===== src/rtl/cic_pkg.sv =====
// Shared constants and the gain-normalisation shift table for the CIC decimator.
package cic_pkg;

   localparam int N_STAGES           = 3;
   localparam int R_W                = 5;
   localparam int CLK_PER_SAMPLE_DEF = 3;

   // Growth is N_STAGES*log2(Rmax), so R_W bits per stage covers R up to 31.
   function automatic int acc_w(input int data_width);
      return data_width + N_STAGES * R_W;
   endfunction

   function automatic logic [3:0] cic_shift(input logic [R_W-1:0] r);
      logic [3:0] sh;
      case (r) inside
         5'd0, 5'd1:    sh = 4'd0;
         5'd2:          sh = 4'd3;
         [5'd3:5'd4]:   sh = 4'd6;
         [5'd5:5'd8]:   sh = 4'd9;
         [5'd9:5'd16]:  sh = 4'd12;
         default:       sh = 4'd15;
      endcase
      return sh;
   endfunction

endpackage


===== src/rtl/cic_integrator.sv =====
// One CIC integrator stage: a registered, wrapping accumulator advanced on en_i.
module cic_integrator
   import cic_pkg::*;
#(
   parameter int ACC_W = 31
)(
   input  logic             clk,
   input  logic             rst_n,
   input  logic             en_i,
   input  logic [ACC_W-1:0] din_i,
   output logic [ACC_W-1:0] acc_o
);

   logic [ACC_W-1:0] acc_q;

   // Accumulate modulo 2^ACC_W; the combs undo any wrap-around.
   always_ff @(posedge clk or negedge rst_n) begin
      if (!rst_n) begin
         acc_q <= {ACC_W{1'b0}};
      end else if (en_i) begin
         acc_q <= acc_q + din_i;
      end else begin
         acc_q <= acc_q;
      end
   end

   assign acc_o = acc_q;

endmodule


===== src/rtl/cic_decimator.sv =====
// Third-order CIC decimator (M=1) with runtime ratio, shift normalisation and
// saturation; the input sample enable is derived from a clock phase counter.
module cic_decimator
   import cic_pkg::*;
#(
   parameter int DATA_WIDTH     = 16,
   parameter int CLK_PER_SAMPLE = CLK_PER_SAMPLE_DEF
)(
   input  logic                  clk,
   input  logic                  rst_n,
   input  logic [R_W-1:0]        R,
   input  logic [DATA_WIDTH-1:0] x_in,
   output logic [DATA_WIDTH-1:0] x_out
);

   localparam int ACC_W = acc_w(DATA_WIDTH);
   localparam int PH_W  = (CLK_PER_SAMPLE > 1) ? $clog2(CLK_PER_SAMPLE) : 1;
   localparam logic [PH_W-1:0] PH_LAST = PH_W'(CLK_PER_SAMPLE - 1);

   logic [PH_W-1:0]         phase_q, phase_d;
   logic [R_W-1:0]          dec_cnt_q, dec_cnt_d;
   logic [R_W-1:0]          r_lat_q, r_lat_d;
   logic                    smp_en_s, dec_en_s;
   logic [ACC_W-1:0]        x_ext_s;
   logic [ACC_W-1:0]        integ_s [N_STAGES];
   logic [ACC_W-1:0]        d1_q, d2_q, d3_q;
   logic signed [ACC_W-1:0] c1_s, c2_s, c3_s, scaled_s;
   logic [3:0]              shift_s;
   logic                    fits_s;
   logic [DATA_WIDTH-1:0]   sat_s;
   logic [DATA_WIDTH-1:0]   x_out_q;

   assign x_ext_s = {{(ACC_W-DATA_WIDTH){x_in[DATA_WIDTH-1]}}, x_in};

   for (genvar g = 0; g < N_STAGES; g++) begin : g_int
      logic [ACC_W-1:0] din_s;
      if (g == 0) begin : g_first
         assign din_s = x_ext_s;
      end else begin : g_rest
         assign din_s = integ_s[g-1];
      end
      cic_integrator #(.ACC_W(ACC_W)) u_int (
         .clk   (clk),
         .rst_n (rst_n),
         .en_i  (smp_en_s),
         .din_i (din_s),
         .acc_o (integ_s[g])
      );
   end

   // Phase and decimation counters; R is latched only at an output boundary.
   always_comb begin
      phase_d   = phase_q;
      dec_cnt_d = dec_cnt_q;
      r_lat_d   = r_lat_q;
      dec_en_s  = 1'b0;
      smp_en_s  = (phase_q == {PH_W{1'b0}});
      if (phase_q == PH_LAST) begin
         phase_d = {PH_W{1'b0}};
      end else begin
         phase_d = phase_q + PH_W'(1);
      end
      if (smp_en_s) begin
         if (dec_cnt_q == (r_lat_q - 5'd1)) begin
            dec_en_s  = 1'b1;
            dec_cnt_d = 5'd0;
            r_lat_d   = (R == 5'd0) ? 5'd1 : R;
         end else begin
            dec_cnt_d = dec_cnt_q + 5'd1;
         end
      end else begin
         dec_cnt_d = dec_cnt_q;
      end
   end

   // Comb chain, gain normalisation and saturation to the output width.
   always_comb begin
      c1_s     = $signed(integ_s[N_STAGES-1] - d1_q);
      c2_s     = c1_s - $signed(d2_q);
      c3_s     = c2_s - $signed(d3_q);
      shift_s  = cic_shift(r_lat_q);
      scaled_s = c3_s >>> shift_s;
      fits_s   = (&scaled_s[ACC_W-1:DATA_WIDTH-1]) | ~(|scaled_s[ACC_W-1:DATA_WIDTH-1]);
      if (fits_s) begin
         sat_s = scaled_s[DATA_WIDTH-1:0];
      end else if (scaled_s[ACC_W-1]) begin
         sat_s = {1'b1, {(DATA_WIDTH-1){1'b0}}};
      end else begin
         sat_s = {1'b0, {(DATA_WIDTH-1){1'b1}}};
      end
   end

   always_ff @(posedge clk or negedge rst_n) begin
      if (!rst_n) begin
         phase_q   <= {PH_W{1'b0}};
         dec_cnt_q <= 5'd0;
         r_lat_q   <= 5'd1;
         d1_q      <= {ACC_W{1'b0}};
         d2_q      <= {ACC_W{1'b0}};
         d3_q      <= {ACC_W{1'b0}};
         x_out_q   <= {DATA_WIDTH{1'b0}};
      end else begin
         phase_q   <= phase_d;
         dec_cnt_q <= dec_cnt_d;
         r_lat_q   <= r_lat_d;
         if (dec_en_s) begin
            d1_q    <= integ_s[N_STAGES-1];
            d2_q    <= c1_s;
            d3_q    <= c2_s;
            x_out_q <= sat_s;
         end else begin
            x_out_q <= x_out_q;
         end
      end
   end

   assign x_out = x_out_q;

endmodule


===== config.mk =====
export PLATFORM = sky130hd
export DESIGN_NAME = cic_decimator
export DESIGN_NICKNAME = d
export VERILOG_FILES = /design/src/rtl/cic_pkg.sv /design/src/rtl/cic_integrator.sv /design/src/rtl/cic_decimator.sv
export SDC_FILE = /design/constraint.sdc
export NUM_CORES = 1
export LEC_CHECK = 0
export ABC_AREA = 1
export ABC_CLOCK_PERIOD_IN_PS = 7800
export CORE_AREA = 2 2 191 174
export CTS_CLUSTER_DIAMETER = 30
export DETAILED_ROUTE_END_ITERATION = 12
export DIE_AREA = 0 0 193 176
export PLACE_DENSITY = 0.77
export SETUP_SLACK_MARGIN = 0.02
export SYNTH_ARGS = -nofsm -noshare
export SYNTH_HDL_FRONTEND = slang
export SYNTH_SLANG_ARGS = --single-unit

===== constraint.sdc =====
create_clock -name clk -period 7.8 [get_ports clk]
set_input_delay 1.56 -clock clk [delete_from_list [all_inputs] [get_ports clk]]
set_output_delay 1.56 -clock clk [all_outputs]
set_load 0.02 [all_outputs]

==> impl_metrics.tcl <==
set metrics [dict create \
    status "completed" \
    grt_max_degree 138 \
    dieArea_um2 34000 \
    numClockSinks 214 \
    io_buffers 38 \
    via_per_inst 5.41 \
    cts_tree "yes" \
    critPathLaunchType "flip-flop" \
    track_usage_pct 26.1 \
    clock_path_buffers 3 \
    ys_seq_area_share_pct 29.1 \
    path_clk_slew_ns 0.05 \
    layout_common_cells "786 x nand2_1, 267 x inv_1, 253 x o21ai_0" \
    crit_arrival_ns 7.44 \
    drive_above_1_share_pct 7.41 \
    gp_congestion 0.944 \
    clock_skew_ns 0.0245 \
    ys.flop_type "dfrtp_1" \
    worstSetupEndpointType "flip-flop" \
    worst_slew_pin_slew_ns 1.28 \
    period_needed_ns 6.95 \
    max_freq_mhz 144 \
    place_ws_ns 0.569 \
    avgSynthCellArea_um2 6.94 \
    utilization_pct 66.6 \
    num_rows 62 \
    clkLatencyLatePin_ns 0.58 \
    htreeDepth 2 \
    synthCells 2647 \
    routed_wl_mm 42.7 \
    setup_tns_ns 0 \
    syn_nets 2862 \
    grt_overflow_total 0 \
    antenna_left 0 \
    routedWlPerCell_um 13.6 \
    maxCapViolCount 0 \
    io_pins 39 \
    postCtsHoldBufs 0 \
    antenna_found_initial 0 \
    crit_top_cell "nand2_1" \
    start_util_pct 57.8 \
    max_slew_margin_pct 14.3 \
    die_y_um 176 \
    core_area_um2 31800 \
    final-max-slew-violation-count 0 \
    synth_edf_count 0 \
    synth_seq_cells 214 \
    diodes 0 \
    crit_slowest_cell "dfrtp_1" \
    grt_pass1_wl_mm 74.6 \
    finalSetupViolations 0 \
    cp.required_ns 8.29 \
    finalWorstSetupSlack_ns 0.851 \
    holdCritPathClass "flip-flop to flip-flop" \
    dr_total_vias 17014 \
    firstDrtPassIters 5 \
    hpwl_mm 31.6 \
    grt_pass1_vias 16589 \
    path_class "flip-flop to flip-flop" \
    async_flop_share_pct 100 \
    finalHoldViolCount 0 \
    die_w_um 193 \
    final_nets 2897 \
    synth_cell_types 54 \
    period_share_pct 89.1 \
    whs_ns 0.477 \
    synth_area_um2 18400 \
    clockRootBuffer "clkbuf_16" \
    max_stage_delay_ns 0.39 \
    cp_max_fo 15 \
    drt_iter0_markers 911 \
    yosys_warnings 0 \
    drc 0 \
    area_growth_pct 15.2 \
    cts_buffers 54 \
    final_common_cell "nand2_1" \
]
## layout make-up
class / instances / area (µm²)
Clock buffer: 60 / 1410
Timing Repair Buffer: 47 / 453
Multi-Input combinational cell: 2092 / 11700
Tap cell: 416 / 520
Clock inverter: 41 / 668
Inverter: 273 / 1030
Sequential cell: 214 / 5360
Fill cell: 2712 / 10600
## what timing repair did
item	in CTS	in global routing
resized for setup	0	9
endpoints found under the setup margin	0	15
buffers inserted	0	1
## flip-flops by register name (all words and copies together), names as in the netlist
signal	cells
x_out	16
phase_q	2
d1_q	31
d3_q	31
d2_q	31
g_int.u_int.acc_o	93
r_lat_q	5
dec_cnt_q	5
## metrics by stage
stage / cell area, µm² / std cells
3_3_place_gp: 19100 / 3041
3_5_place_dp: 19100 / 3041
6_report: 21200 / 3143
4_1_cts: 21100 / 3142
2_1_floorplan: 18400 / 2647
5_1_grt: 21200 / 3143
## cell usage after synthesis, types with 4 or more instances
| cell type | number | area, µm² |
|---|---|---|
| nand2_1 | 786 | 2950 |
| inv_1 | 267 | 1000 |
| o21ai_0 | 255 | 1280 |
| a21oi_1 | 218 | 1090 |
| dfrtp_1 | 213 | 5330 |
| ha_1 | 186 | 2330 |
| nand3_1 | 172 | 861 |
| nor2_1 | 126 | 473 |
| xor2_1 | 64 | 561 |
| xnor2_1 | 51 | 447 |
| clkbuf_1 | 44 | 165 |
| or2_2 | 42 | 263 |
| nand4_1 | 17 | 106 |
| nor3_1 | 16 | 80.1 |
| o21ai_1 | 16 | 80.1 |
| a31oi_1 | 14 | 87.6 |
| a21o_1 | 12 | 90.1 |
| nand2_2 | 12 | 75.1 |
| o211ai_1 | 12 | 90.1 |
| o21bai_1 | 12 | 90.1 |
| buf_2 | 11 | 55.1 |
| mux2i_1 | 8 | 80.1 |
| buf_1 | 7 | 26.3 |
| nand3_2 | 7 | 70.1 |
| o21a_1 | 7 | 52.6 |
| fa_1 | 6 | 120 |
| o21ai_2 | 6 | 52.6 |
| a21boi_0 | 5 | 37.5 |
| a21boi_1 | 4 | 30.0 |
| inv_2 | 4 | 15.0 |
| nand3b_1 | 4 | 30.0 |
| o22ai_1 | 4 | 25.0 |
| o31ai_1 | 4 | 30.0 |
## worst paths after layout
kind | cells past startpoint | to | slack [ns] | start
min in group asynchronous | 1 | d3_q[1] | 1.07 | rst_n
setup reg to reg | 42 | x_out[1] | 0.85 | g_int[2].u_int.acc_o[0]
max in group asynchronous | 2 | g_int[2].u_int.acc_o[23] | 5.09 | rst_n
hold reg to reg | 2 | d3_q[27] | 0.48 | d3_q[27]
setup / recovery | 42 | x_out[1] | 0.85 | g_int[2].u_int.acc_o[0]
hold / removal | 2 | d3_q[27] | 0.48 | d3_q[27]
## worst max-delay path, delay by kind of cell, from the launching register on
kind                     cells  cell delay, ns
AO/OA/AOI/OAI               13            2.54
XOR/XNOR                     2            0.39
adder cells (fa/ha/maj)      4            1.22
buffers and inverters        2            0.14
flip-flops                   1            0.39
AND/OR/NAND/NOR             21            2.18
## cells by family (layout without fill, tap and decap cells)
family                   after synthesis  in the layout  synth area share [%]
multiplexers                           8              8                 0.436
AND/OR/NAND/NOR                     1199           1199                  27.4
buffers and inverters                341            421                  7.24
adder cells (fa/ha/maj)              192            192                  13.3
AO/OA/AOI/OAI                        578            578                  17.0
flip-flops                           214            214                  29.1
XOR/XNOR                             115            115                  5.48
## routing by layer
| metal | track usage (%) | part of all wire [%] |
|---|---|---|
| met1 | 32.7 | 46 |
| met5 | 0 | 0 |
| met4 | 7.26 | 2.1 |
| met3 | 3.42 | 3.3 |
| met2 | 46.8 | 49 |
Power is left out: the tool's default activity adds up to more than one toggle a clock period on the data nets, which glitch-free logic cannot reach.
